[src/rtl/drum_pkg.sv]
// Shared definitions for drum_trigger_seq: the register map, the CTRL/STATUS bit positions,
// the pulse FSM state type and the byte-enable merge helper.
package drum_pkg;

    localparam logic [1:0] REG_CTRL   = 2'd0;
    localparam logic [1:0] REG_PERIOD = 2'd1;
    localparam logic [1:0] REG_WIDTH  = 2'd2;
    localparam logic [1:0] REG_STATUS = 2'd3;

    localparam int CTRL_FIRE = 0;
    localparam int CTRL_LOOP = 1;
    localparam int CTRL_IRQ  = 2;

    localparam int STAT_ACTIVE = 0;
    localparam int STAT_RUN    = 1;
    localparam int STAT_PEND   = 2;

    typedef enum logic {
        IDLE   = 1'b0,
        ACTIVE = 1'b1
    } pulse_state_t;

    // Replace only the enabled byte lanes of a 32-bit register image.
    function automatic logic [31:0] be_merge(input logic [31:0] old_val,
                                             input logic [31:0] wdata,
                                             input logic [3:0]  be);
        logic [31:0] merged;
        merged = old_val;
        for (int b = 0; b < 4; b++) begin
            if (be[b]) begin
                merged[8*b +: 8] = wdata[8*b +: 8];
            end else begin
                merged[8*b +: 8] = old_val[8*b +: 8];
            end
        end
        return merged;
    endfunction

endpackage

[src/rtl/drum_channel.sv]
// One trigger channel: CTRL/PERIOD/WIDTH registers, loop phase counter and strike pulse FSM.
// With DRUM_IRQ_EN defined the channel also keeps an IRQ enable and an IRQ pending flag.
module drum_channel
    import drum_pkg::*;
#(
    parameter int WIDTH_W   = 16,
    parameter int PERIOD_W  = 16,
    parameter int DEF_WIDTH = 40
) (
    input  logic        clk,
    input  logic        reset,
    input  logic        tick,
    input  logic        wr_en,
    input  logic [1:0]  reg_sel,
    input  logic [31:0] wdata,
    input  logic [3:0]  byte_en,
    output logic [31:0] rd_data,
`ifdef DRUM_IRQ_EN
    output logic        pending,
`endif
    output logic        strike
);

    localparam logic [WIDTH_W-1:0]  W_ZERO = {WIDTH_W{1'b0}};
    localparam logic [WIDTH_W-1:0]  W_ONE  = {{(WIDTH_W-1){1'b0}}, 1'b1};
    localparam logic [PERIOD_W-1:0] P_ZERO = {PERIOD_W{1'b0}};
    localparam logic [PERIOD_W-1:0] P_ONE  = {{(PERIOD_W-1){1'b0}}, 1'b1};

    logic                loop_en_r;
    logic [PERIOD_W-1:0] period_r;
    logic [PERIOD_W-1:0] phase_r;
    logic [WIDTH_W-1:0]  width_r;
    logic [WIDTH_W-1:0]  count_r;
    logic [WIDTH_W-1:0]  load_s;
    pulse_state_t        state_r;

    logic wr_ctrl_s;
    logic wr_period_s;
    logic wr_width_s;
    logic period_nz_s;
    logic running_s;
    logic fire_cmd_s;
    logic loop_start_s;
    logic loop_stop_s;
    logic wrap_s;
    logic loop_strike_s;
    logic fire_s;

`ifdef DRUM_IRQ_EN
    logic irq_en_r;
    logic irq_en_eff_s;
    logic pending_r;
    logic wr_status_s;
`endif

    // Write strobes and the two fire sources (manual FIRE, loop strike).
    always_comb begin
        wr_ctrl_s     = wr_en && (reg_sel == REG_CTRL) && byte_en[0];
        wr_period_s   = wr_en && (reg_sel == REG_PERIOD);
        wr_width_s    = wr_en && (reg_sel == REG_WIDTH);
        period_nz_s   = (period_r != P_ZERO);
        running_s     = loop_en_r && period_nz_s;
        fire_cmd_s    = wr_ctrl_s && wdata[CTRL_FIRE];
        loop_start_s  = wr_ctrl_s && wdata[CTRL_LOOP] && !loop_en_r;
        loop_stop_s   = wr_ctrl_s && !wdata[CTRL_LOOP];
        wrap_s        = running_s && tick && (phase_r == (period_r - P_ONE));
        loop_strike_s = (wrap_s && !loop_stop_s) || (loop_start_s && period_nz_s);
        fire_s        = fire_cmd_s || loop_strike_s;
        if (width_r == W_ZERO) begin
            load_s = W_ONE;
        end else begin
            load_s = width_r;
        end
    end

    // Software-visible configuration registers.
    always_ff @(posedge clk or posedge reset) begin
        if (reset) begin
            loop_en_r <= 1'b0;
            period_r  <= P_ZERO;
            width_r   <= WIDTH_W'(DEF_WIDTH);
        end else begin
            if (wr_ctrl_s) begin
                loop_en_r <= wdata[CTRL_LOOP];
            end
            if (wr_period_s) begin
                period_r <= PERIOD_W'(be_merge(32'(period_r), wdata, byte_en));
            end
            if (wr_width_s) begin
                width_r <= WIDTH_W'(be_merge(32'(width_r), wdata, byte_en));
            end
        end
    end

    // Loop phase: restarts on loop start, on a PERIOD rewrite while running, and on wrap.
    always_ff @(posedge clk or posedge reset) begin
        if (reset) begin
            phase_r <= P_ZERO;
        end else if (loop_start_s || (wr_period_s && running_s) || !period_nz_s || wrap_s) begin
            phase_r <= P_ZERO;
        end else if (running_s && tick) begin
            phase_r <= phase_r + P_ONE;
        end
    end

    // Strike pulse FSM; a fire while ACTIVE reloads the counter so the output never gaps.
    always_ff @(posedge clk or posedge reset) begin
        if (reset) begin
            state_r <= IDLE;
            count_r <= W_ZERO;
        end else begin
            case (state_r)
                IDLE: begin
                    if (fire_s) begin
                        state_r <= ACTIVE;
                        count_r <= load_s;
                    end
                end
                ACTIVE: begin
                    if (fire_s) begin
                        count_r <= load_s;
                    end else if (count_r <= W_ONE) begin
                        state_r <= IDLE;
                        count_r <= W_ZERO;
                    end else begin
                        count_r <= count_r - W_ONE;
                    end
                end
                default: begin
                    state_r <= IDLE;
                    count_r <= W_ZERO;
                end
            endcase
        end
    end

    assign strike = (state_r == ACTIVE);

`ifdef DRUM_IRQ_EN
    assign wr_status_s  = wr_en && (reg_sel == REG_STATUS);
    assign irq_en_eff_s = wr_ctrl_s ? wdata[CTRL_IRQ] : irq_en_r;

    // IRQ enable and pending flag; a strike in the same cycle as a clear keeps the flag set.
    always_ff @(posedge clk or posedge reset) begin
        if (reset) begin
            irq_en_r  <= 1'b0;
            pending_r <= 1'b0;
        end else begin
            if (wr_ctrl_s) begin
                irq_en_r <= wdata[CTRL_IRQ];
            end
            if (loop_strike_s && irq_en_eff_s) begin
                pending_r <= 1'b1;
            end else if (wr_status_s && wdata[STAT_PEND]) begin
                pending_r <= 1'b0;
            end
        end
    end

    assign pending = pending_r;
`endif

    // Register read image for the selected offset.
    always_comb begin
        rd_data = 32'd0;
        case (reg_sel)
            REG_CTRL: begin
                rd_data[CTRL_LOOP] = loop_en_r;
`ifdef DRUM_IRQ_EN
                rd_data[CTRL_IRQ]  = irq_en_r;
`endif
            end
            REG_PERIOD: rd_data = 32'(period_r);
            REG_WIDTH:  rd_data = 32'(width_r);
            REG_STATUS: begin
                rd_data[STAT_ACTIVE] = (state_r == ACTIVE);
                rd_data[STAT_RUN]    = running_s;
`ifdef DRUM_IRQ_EN
                rd_data[STAT_PEND]   = pending_r;
`endif
                rd_data[31:16]       = 16'(phase_r);
            end
            default: rd_data = 32'd0;
        endcase
    end

endmodule

[src/rtl/drum_trigger_seq.sv]
// Avalon-MM multi-channel drum trigger sequencer: shared tick prescaler, channel decode and read mux.
// Define DRUM_IRQ_EN to add the irq output and per-channel IRQ pending logic.
module drum_trigger_seq
    import drum_pkg::*;
#(
    parameter int NUM_CH    = 4,
    parameter int CLK_DIV   = 50000,
    parameter int WIDTH_W   = 16,
    parameter int PERIOD_W  = 16,
    parameter int DEF_WIDTH = 40
) (
    input  logic                      clk,
    input  logic                      reset,
    input  logic                      AVL_READ,
    input  logic                      AVL_WRITE,
    input  logic                      AVL_CS,
    input  logic [3:0]                AVL_BYTE_EN,
    input  logic [$clog2(NUM_CH)+1:0] AVL_ADDR,
    input  logic [31:0]               AVL_WRITEDATA,
    output logic [31:0]               AVL_READDATA,
`ifdef DRUM_IRQ_EN
    output logic                      irq,
`endif
    output logic [NUM_CH-1:0]         GPIO
);

    localparam int ADDR_W = $clog2(NUM_CH) + 2;
    localparam int CH_W   = (NUM_CH > 1) ? $clog2(NUM_CH) : 1;
    localparam int PRE_W  = $clog2(CLK_DIV);
    localparam logic [PRE_W-1:0] PRE_LAST = PRE_W'(CLK_DIV - 1);
    localparam logic [PRE_W-1:0] PRE_ONE  = {{(PRE_W-1){1'b0}}, 1'b1};

    logic [PRE_W-1:0] presc_r;
    logic             tick_s;
    logic             wr_s;
    logic [CH_W-1:0]  ch_sel_s;
    logic [31:0]      ch_rd_s [NUM_CH];
    logic [31:0]      rd_mux_s;
`ifdef DRUM_IRQ_EN
    logic [NUM_CH-1:0] pend_s;
`endif

    assign tick_s = (presc_r == PRE_LAST);
    assign wr_s   = AVL_WRITE && AVL_CS;

    // Shared prescaler; tick is the wrap cycle.
    always_ff @(posedge clk or posedge reset) begin
        if (reset) begin
            presc_r <= {PRE_W{1'b0}};
        end else if (tick_s) begin
            presc_r <= {PRE_W{1'b0}};
        end else begin
            presc_r <= presc_r + PRE_ONE;
        end
    end

    generate
        if (NUM_CH > 1) begin : g_sel
            assign ch_sel_s = AVL_ADDR[ADDR_W-1:2];
        end else begin : g_sel_one
            assign ch_sel_s = 1'b0;
        end
    endgenerate

    for (genvar i = 0; i < NUM_CH; i++) begin : g_ch
        drum_channel #(
            .WIDTH_W   (WIDTH_W),
            .PERIOD_W  (PERIOD_W),
            .DEF_WIDTH (DEF_WIDTH)
        ) u_ch (
            .clk     (clk),
            .reset   (reset),
            .tick    (tick_s),
            .wr_en   (wr_s && (ch_sel_s == CH_W'(i))),
            .reg_sel (AVL_ADDR[1:0]),
            .wdata   (AVL_WRITEDATA),
            .byte_en (AVL_BYTE_EN),
            .rd_data (ch_rd_s[i]),
`ifdef DRUM_IRQ_EN
            .pending (pend_s[i]),
`endif
            .strike  (GPIO[i])
        );
    end

    // Addressed channel's register image; channel slots beyond NUM_CH read 0.
    always_comb begin
        rd_mux_s = 32'd0;
        for (int i = 0; i < NUM_CH; i++) begin
            rd_mux_s = rd_mux_s | ((ch_sel_s == CH_W'(i)) ? ch_rd_s[i] : 32'd0);
        end
    end

    // Registered read data with latency 1; holds between reads.
    always_ff @(posedge clk or posedge reset) begin
        if (reset) begin
            AVL_READDATA <= 32'd0;
        end else if (AVL_READ && AVL_CS) begin
            AVL_READDATA <= rd_mux_s;
        end
    end

`ifdef DRUM_IRQ_EN
    // Registered OR of all channel pending flags.
    always_ff @(posedge clk or posedge reset) begin
        if (reset) begin
            irq <= 1'b0;
        end else begin
            irq <= |pend_s;
        end
    end
`endif

endmodule

[config.mk]
export PLATFORM = sky130hd
export DESIGN_NAME = drum_trigger_seq
export DESIGN_NICKNAME = d
export VERILOG_FILES = /design/src/rtl/drum_pkg.sv /design/src/rtl/drum_channel.sv /design/src/rtl/drum_trigger_seq.sv
export SDC_FILE = /design/constraint.sdc
export NUM_CORES = 1
export LEC_CHECK = 0
export CAP_MARGIN = 20
export CORE_MARGIN = 10
export CORE_UTILIZATION = 40
export CTS_BUF_LIST = sky130_fd_sc_hd__clkbuf_8
export CTS_CLUSTER_DIAMETER = 40
export CTS_CLUSTER_SIZE = 30
export DETAILED_ROUTE_END_ITERATION = 8
export PLACE_DENSITY = 0.59
export SLEW_MARGIN = 30
export SYNTH_ARGS = -nofsm -noshare
export SYNTH_HDL_FRONTEND = slang
export SYNTH_SLANG_ARGS = --single-unit
[constraint.sdc]
create_clock -name clk -period 14.78 [get_ports clk]
set_input_delay 2.956 -clock clk [delete_from_list [all_inputs] [get_ports clk]]
set_output_delay 2.956 -clock clk [all_outputs]
set_load 0.03 [all_outputs]
* Yosys cells after proc, flatten, opt, wreduce, memory -nomap -nowiden
Cells that the tools add are included.
Operators by class: add/subtract/negate cells 13, $lt $le $gt $ge 4, eq/ne operators 15, mux-type cells 65, bitwise gates (word level) 7, reductions and logical operators 125
Operators by type and width (count):
- 16-bit 2-to-1 mux | 29
- 32-bit 2-to-1 mux | 4
- 16-bit case mux with 2 select lines | 4
- 16-bit by 1-bit subtractor with 16-bit output, second input constant | 8
- 14-bit case mux with 2 select lines | 4
- 32-bit bitwise OR | 3
- 16-bit by 1-bit adder with 16-bit output, second input constant | 5
- 16-bit == test | 4
- 16-bit by 1-bit less-or-equal comparator with 1-bit output, second input constant | 4
- 16-bit logical NOT | 4
- 16-bit nonzero test | 4
- 1-bit logical AND | 62
- 2-bit AND reduction | 16
- 1-bit logical OR | 20
- 16-bit == test, second input constant | 1
- 1-bit case mux with 4 select lines | 4
- 1-bit logical NOT | 13
- 1-bit 2-to-1 mux | 12
- 1-bit case mux with 3 select lines | 4
- 2-bit == test, second input constant | 4
- 2-bit by 1-bit != test with 1-bit output, second input constant | 4
- 1-bit case mux with 2 select lines | 4
- 2-bit nonzero test | 4
- 2-bit by 1-bit == test with 1-bit output, second input constant | 2
- other kinds (2) | 6
Word-level totals: bits in registers 312, bits of input ports 45, output and inout port bits 36, logic and storage cells 263

* Logic depth before layout (Yosys ltp)
depth in word-level cells 11, mapped depth 12, depth with buffers taken out 10

* Cells and area by module
A second synthesis with hierarchy kept.
Unflattened totals: cell total of the unflattened synthesis 1864, area, all modules 19618.8 um^2
By module, submodules not included:
- drum_channel at g_ch[0].u_ch ... | times used 2, cells each 422, area each 4214.0 um^2, sequential area each 1654.1 um^2
- drum_channel at g_ch[2].u_ch ... | times used 2, cells each 416, area each 4204.0 um^2, sequential area each 1654.1 um^2
- drum_trigger_seq | times used 1, cells each 188, area each 2782.7 um^2, sequential area each 1201.2 um^2

* Worst setup path after synthesis
No wires, ideal clock.
path kind input-to-reg, start in AVL_ADDR[2], end reg g_ch[3].u_ch.count_r[15], setup time 125 ps, data arrival time 4901 ps, data required time 14655 ps, path slack 9753 ps, stages on the path 7, path buffers 2, path through clkbuf_1 nand4_1 nor3_1 nor4_4 o32ai_2 buf_6 mux2_4
Between the ends: cells in the longest elaborated chain, start to end 11, elaborated cells between the ends (all ways) 16, those cells by class eq/ne (2); mux (2); reduce/logical (12)
RTL lines:
- start: declaration | RTL line drum_trigger_seq.sv:18 | input logic [$clog2(NUM_CH)+1:0] AVL_ADDR,
- 2-bit == test (*) | RTL line drum_trigger_seq.sv:74 | .wr_en (wr_s && (ch_sel_s == CH_W'(i))),
- 1-bit logical AND (*) | RTL line drum_trigger_seq.sv:74
- 1-bit logical AND (*) (2 in a row) | RTL line drum_channel.sv:58 | wr_ctrl_s = wr_en && (reg_sel == REG_CTRL) && byte_en[0];
- 1-bit logical AND, on equally long branches | RTL line drum_channel.sv:65, drum_channel.sv:64
- 1-bit logical NOT / 1-bit logical AND (equally long branches) | RTL line drum_channel.sv:67, drum_channel.sv:64
- 1-bit logical AND | RTL line drum_channel.sv:67 | loop_strike_s = (wrap_s && !loop_stop_s) || (loop_start_s && period_nz_s);
- 1-bit logical OR | RTL line drum_channel.sv:67
- 1-bit logical OR (*) | RTL line drum_channel.sv:68 | fire_s = fire_cmd_s || loop_strike_s;
- 16-bit 2-to-1 mux | RTL line drum_channel.sv:120 | if (fire_s) begin
- 16-bit case mux with 2 select lines | RTL line drum_channel.sv:112 | case (state_r)
- end signal: assignment | RTL line drum_channel.sv:116 | count_r <= load_s;
- end signal: assignment | RTL line drum_channel.sv:121 | count_r <= load_s;
- end signal: assignment | RTL line drum_channel.sv:126 | count_r <= count_r - W_ONE;
- end: declaration | RTL line drum_channel.sv:33 | logic [WIDTH_W-1:0] count_r;
Every way passes the cells marked *; elsewhere a longest branch is shown, timed or not. A chain may end at the register's enable or synchronous reset.

* Worst setup path in the final report
start in AVL_ADDR[1], end reg g_ch[3].u_ch.period_r[12]
Between the ends: cells in the longest elaborated chain, start to end 3
RTL lines:
- 2-bit by 1-bit == test with 1-bit output | RTL line drum_channel.sv:59 | wr_period_s = wr_en && (reg_sel == REG_PERIOD);
- 1-bit logical AND | RTL line drum_channel.sv:59
- 2-bit AND reduction (no source line)
- end signal: assignment | RTL line drum_channel.sv:87 | period_r <= PERIOD_W'(be_merge(32'(period_r), wdata, byte_en));
- end: declaration | RTL line drum_channel.sv:30 | logic [PERIOD_W-1:0] period_r;
No other way between the ends.

==> impl_metrics.yaml <==
run_status:
  status: "completed"
sta:
  fmax_ghz: 0.185
  tightestPinTransition_ns: 0.968
  fin_crit_ns: 5.41
  final_min_period_over_clock_period: 0.366
  slew_headroom: 0.353
  finalMaxSlewViolations: 0
  final.setup.tns_ns: 0
  setup_viol: 0
  hold_violations: 0
  rsz0062_at_grt: "false"
  fin_worst_skew_ns: 0.0550
  hold-worst-slack_ns: 0.477
synth:
  syn_avg_cell_area_um2: 9.81
  synth_top_area_share: 0.411
  synth_commonest_cells: "dfrtp_1, nor2_1, mux2_2, nand2_1"
  synthMostInstantiatedCell: "dfrtp_1"
  synth_area_um2: 18500
  ys_seq_elements: 312
  synth_area_leaders: "dfrtp_1, mux2_2, xnor2_1"
  synth_largest_area_cell: "dfrtp_1"
  synth_top_flop_cell: "dfrtp_1"
  synth.distinct_cells: 81
  async_reset_ff_frac: 1.00
  syn_nets: 1959
  yosys_warnings: 0
  synth_cells: 1888
  ys_seq_area_frac: 0.422
  synth-edff-count: 0
floorplanning:
  io_pins: 81
  start_util: 0.406
  core_um2: 45600
  die_h_um: 235
  die_area_um2: 55300
  die_x_um: 235
  num_rows: 78
clocking:
  cts_setup_buffers: 0
  cts_buffer_depth: 3
  cts_inserted_buffers: 54
  cts.clk_slew.worst_paths_ns: 0.08
  root_buffer: "clkbuf_8"
  htreeDepth: 2
  cts_resized: 0
  cts_tree: "built"
  worstSkewPairLatency_ns: 0.68
  clock_sinks: 312
  cts_hold_buf: 0
power:
  finalPower_mw: 3.16
  leakagePower_nw: 8.69
  max-vdd-ir-drop_v: 0.0000607
  power.density_nw_per_um2: 152
global_routing:
  overflow: 0
  grt_pass1_wl_um: 88000
  antenna_found_initial: 0
  grt_max_degree: 108
  grt_pass1_vias: 14400
  grt_usage: 0.200
worst_setup_path:
  path_max_fanout: 70
  reg2reg_setup_slack_ns: 10.88
  critPathKind: "in -> reg"
  rr_endpoint: "g_ch[0].u_ch.count_r[6]"
  rr_worst_depth: 9
  rr_startpoint: "presc_r[0]"
  worstPathRequired_ns: 15.32
  start_kind: "input pin"
  worst_ep_arrival_time_ns: 5.96
  cp-end-kind: "register"
detailed_routing:
  avgViaCountPerCell: 5.98
  route.detailed.drc: 0
  route.final.wire_length_um: 57200
  wl_per_cell_um: 22.4
  drt.antenna.violating_nets: 0
  dr.pass1.iters: 5
  vias: 15200
  drtIter0Drc: 1765
placement:
  dpl.hpwl_um: 40900
  gp_congestion: 0.910
  numPortBuffers: 62
final_layout:
  antennaDiodeCount: 0
  syn2layout_area_growth_pct: 12.3
  drive_gt1_frac: 0.181
  nNetsFinal: 1977
min_path:
  min_to: "AVL_READDATA[15]"
  hold_start: "AVL_READDATA[15]"
  hold_depth: 2
  hold_class: "reg -> reg"
run:
  maxCapViolations: 0
critical path, stage by stage:
cell and delay (ns):
clkdlybuf4s50_1 0.50, inv_1 0.15, ha_2 0.19, buf_4 0.63, nand2_1 0.35, nor2_1 0.71, mux2_2 0.42
area by class of cell:
cell class	count	area [um^2]
clock buffer	55	757
fill	4341	24800
clock inverter	45	452
inverter	55	214
timing repair buffer	76	739
multi-input combinational	1407	10100
tap	600	751
sequential	312	7820
cell usage in the layout, fill, tap and decap left out, types with 29 or more instances in the layout:
master / n
a21oi_1: 54
a221oi_1: 33
a22oi_1: 29
clkbuf_8: 55
clkdlybuf4s50_1: 60
dfrtp_1: 304
inv_1: 57
mux2_2: 171
nand2_1: 147
nand3_1: 46
nand4_1: 37
nor2_1: 189
nor3_1: 56
nor4_1: 34
o21ai_0: 96
xnor2_1: 84
xor2_1: 72
worst max path at each step:
stage / startpoint / to / slack, ns
2_1_floorplan: reset / AVL_READDATA[0] / 3.21
3_3_place_gp: AVL_ADDR[3] / g_ch[3].u_ch.count_r[12] / 8.56
3_5_place_dp: AVL_ADDR[3] / g_ch[3].u_ch.count_r[14] / 8.56
4_1_cts: AVL_ADDR[3] / g_ch[3].u_ch.count_r[8] / 9.27
5_1_grt: AVL_ADDR[1] / g_ch[3].u_ch.period_r[12] / 9.31
6_report: AVL_ADDR[1] / g_ch[3].u_ch.period_r[12] / 9.37
layer usage:
metal	part of all wire	routed length, um	global-route usage	vias up
met5	0	0	0	-
met4	0.032	1830	0.0674	0
met3	0.072	4110	0.0339	110
met2	0.44	25300	0.301	574
met1	0.45	26000	0.284	7567
li1	-	-	-	6993
flip-flops by register name (all words and copies together), names as in the netlist:
name	flops
AVL_READDATA	32
g_ch.u_ch.count_r	64
g_ch.u_ch.loop_en_r	4
g_ch.u_ch.period_r	64
g_ch.u_ch.phase_r	64
g_ch.u_ch.strike	4
g_ch.u_ch.width_r	64
presc_r	16
per-stage QoR:
stage | util | setup WS [ns] | cell area, um^2 | std cells
after global routing | 0.456 | 9.31 | 20800 | 2550
final | 0.456 | 9.37 | 20800 | 2550
after global placement | 0.428 | 8.56 | 19500 | 2449
after CTS | 0.455 | 9.27 | 20700 | 2549
after floorplan | - | 3.21 | 18500 | 1888
after detailed placement | 0.429 | 8.56 | 19500 | 2449
cell families (layout without fill, tap and decap cells):
logic type | Yosys count | in the layout | share of synthesized area
AOI/OAI and AO/OA | 378 | 378 | 0.141
xor gates and xnor gates | 156 | 156 | 0.0738
adders and majority gates | 26 | 26 | 0.0176
buffers and inverters | 169 | 231 | 0.0363
DFF | 312 | 312 | 0.422
muxes | 211 | 211 | 0.139
and+or+nand+nor | 636 | 636 | 0.170
where the power goes:
| group | switching, mW | internal, mW | leakage, nW |
|---|---|---|---|
| sequential | 0.304 | 1.03 | 4.03 |
| clock | 0.443 | 0.448 | 0.614 |
| combinational | 0.497 | 0.445 | 4.04 |
(Power assumes the default switching activity.)
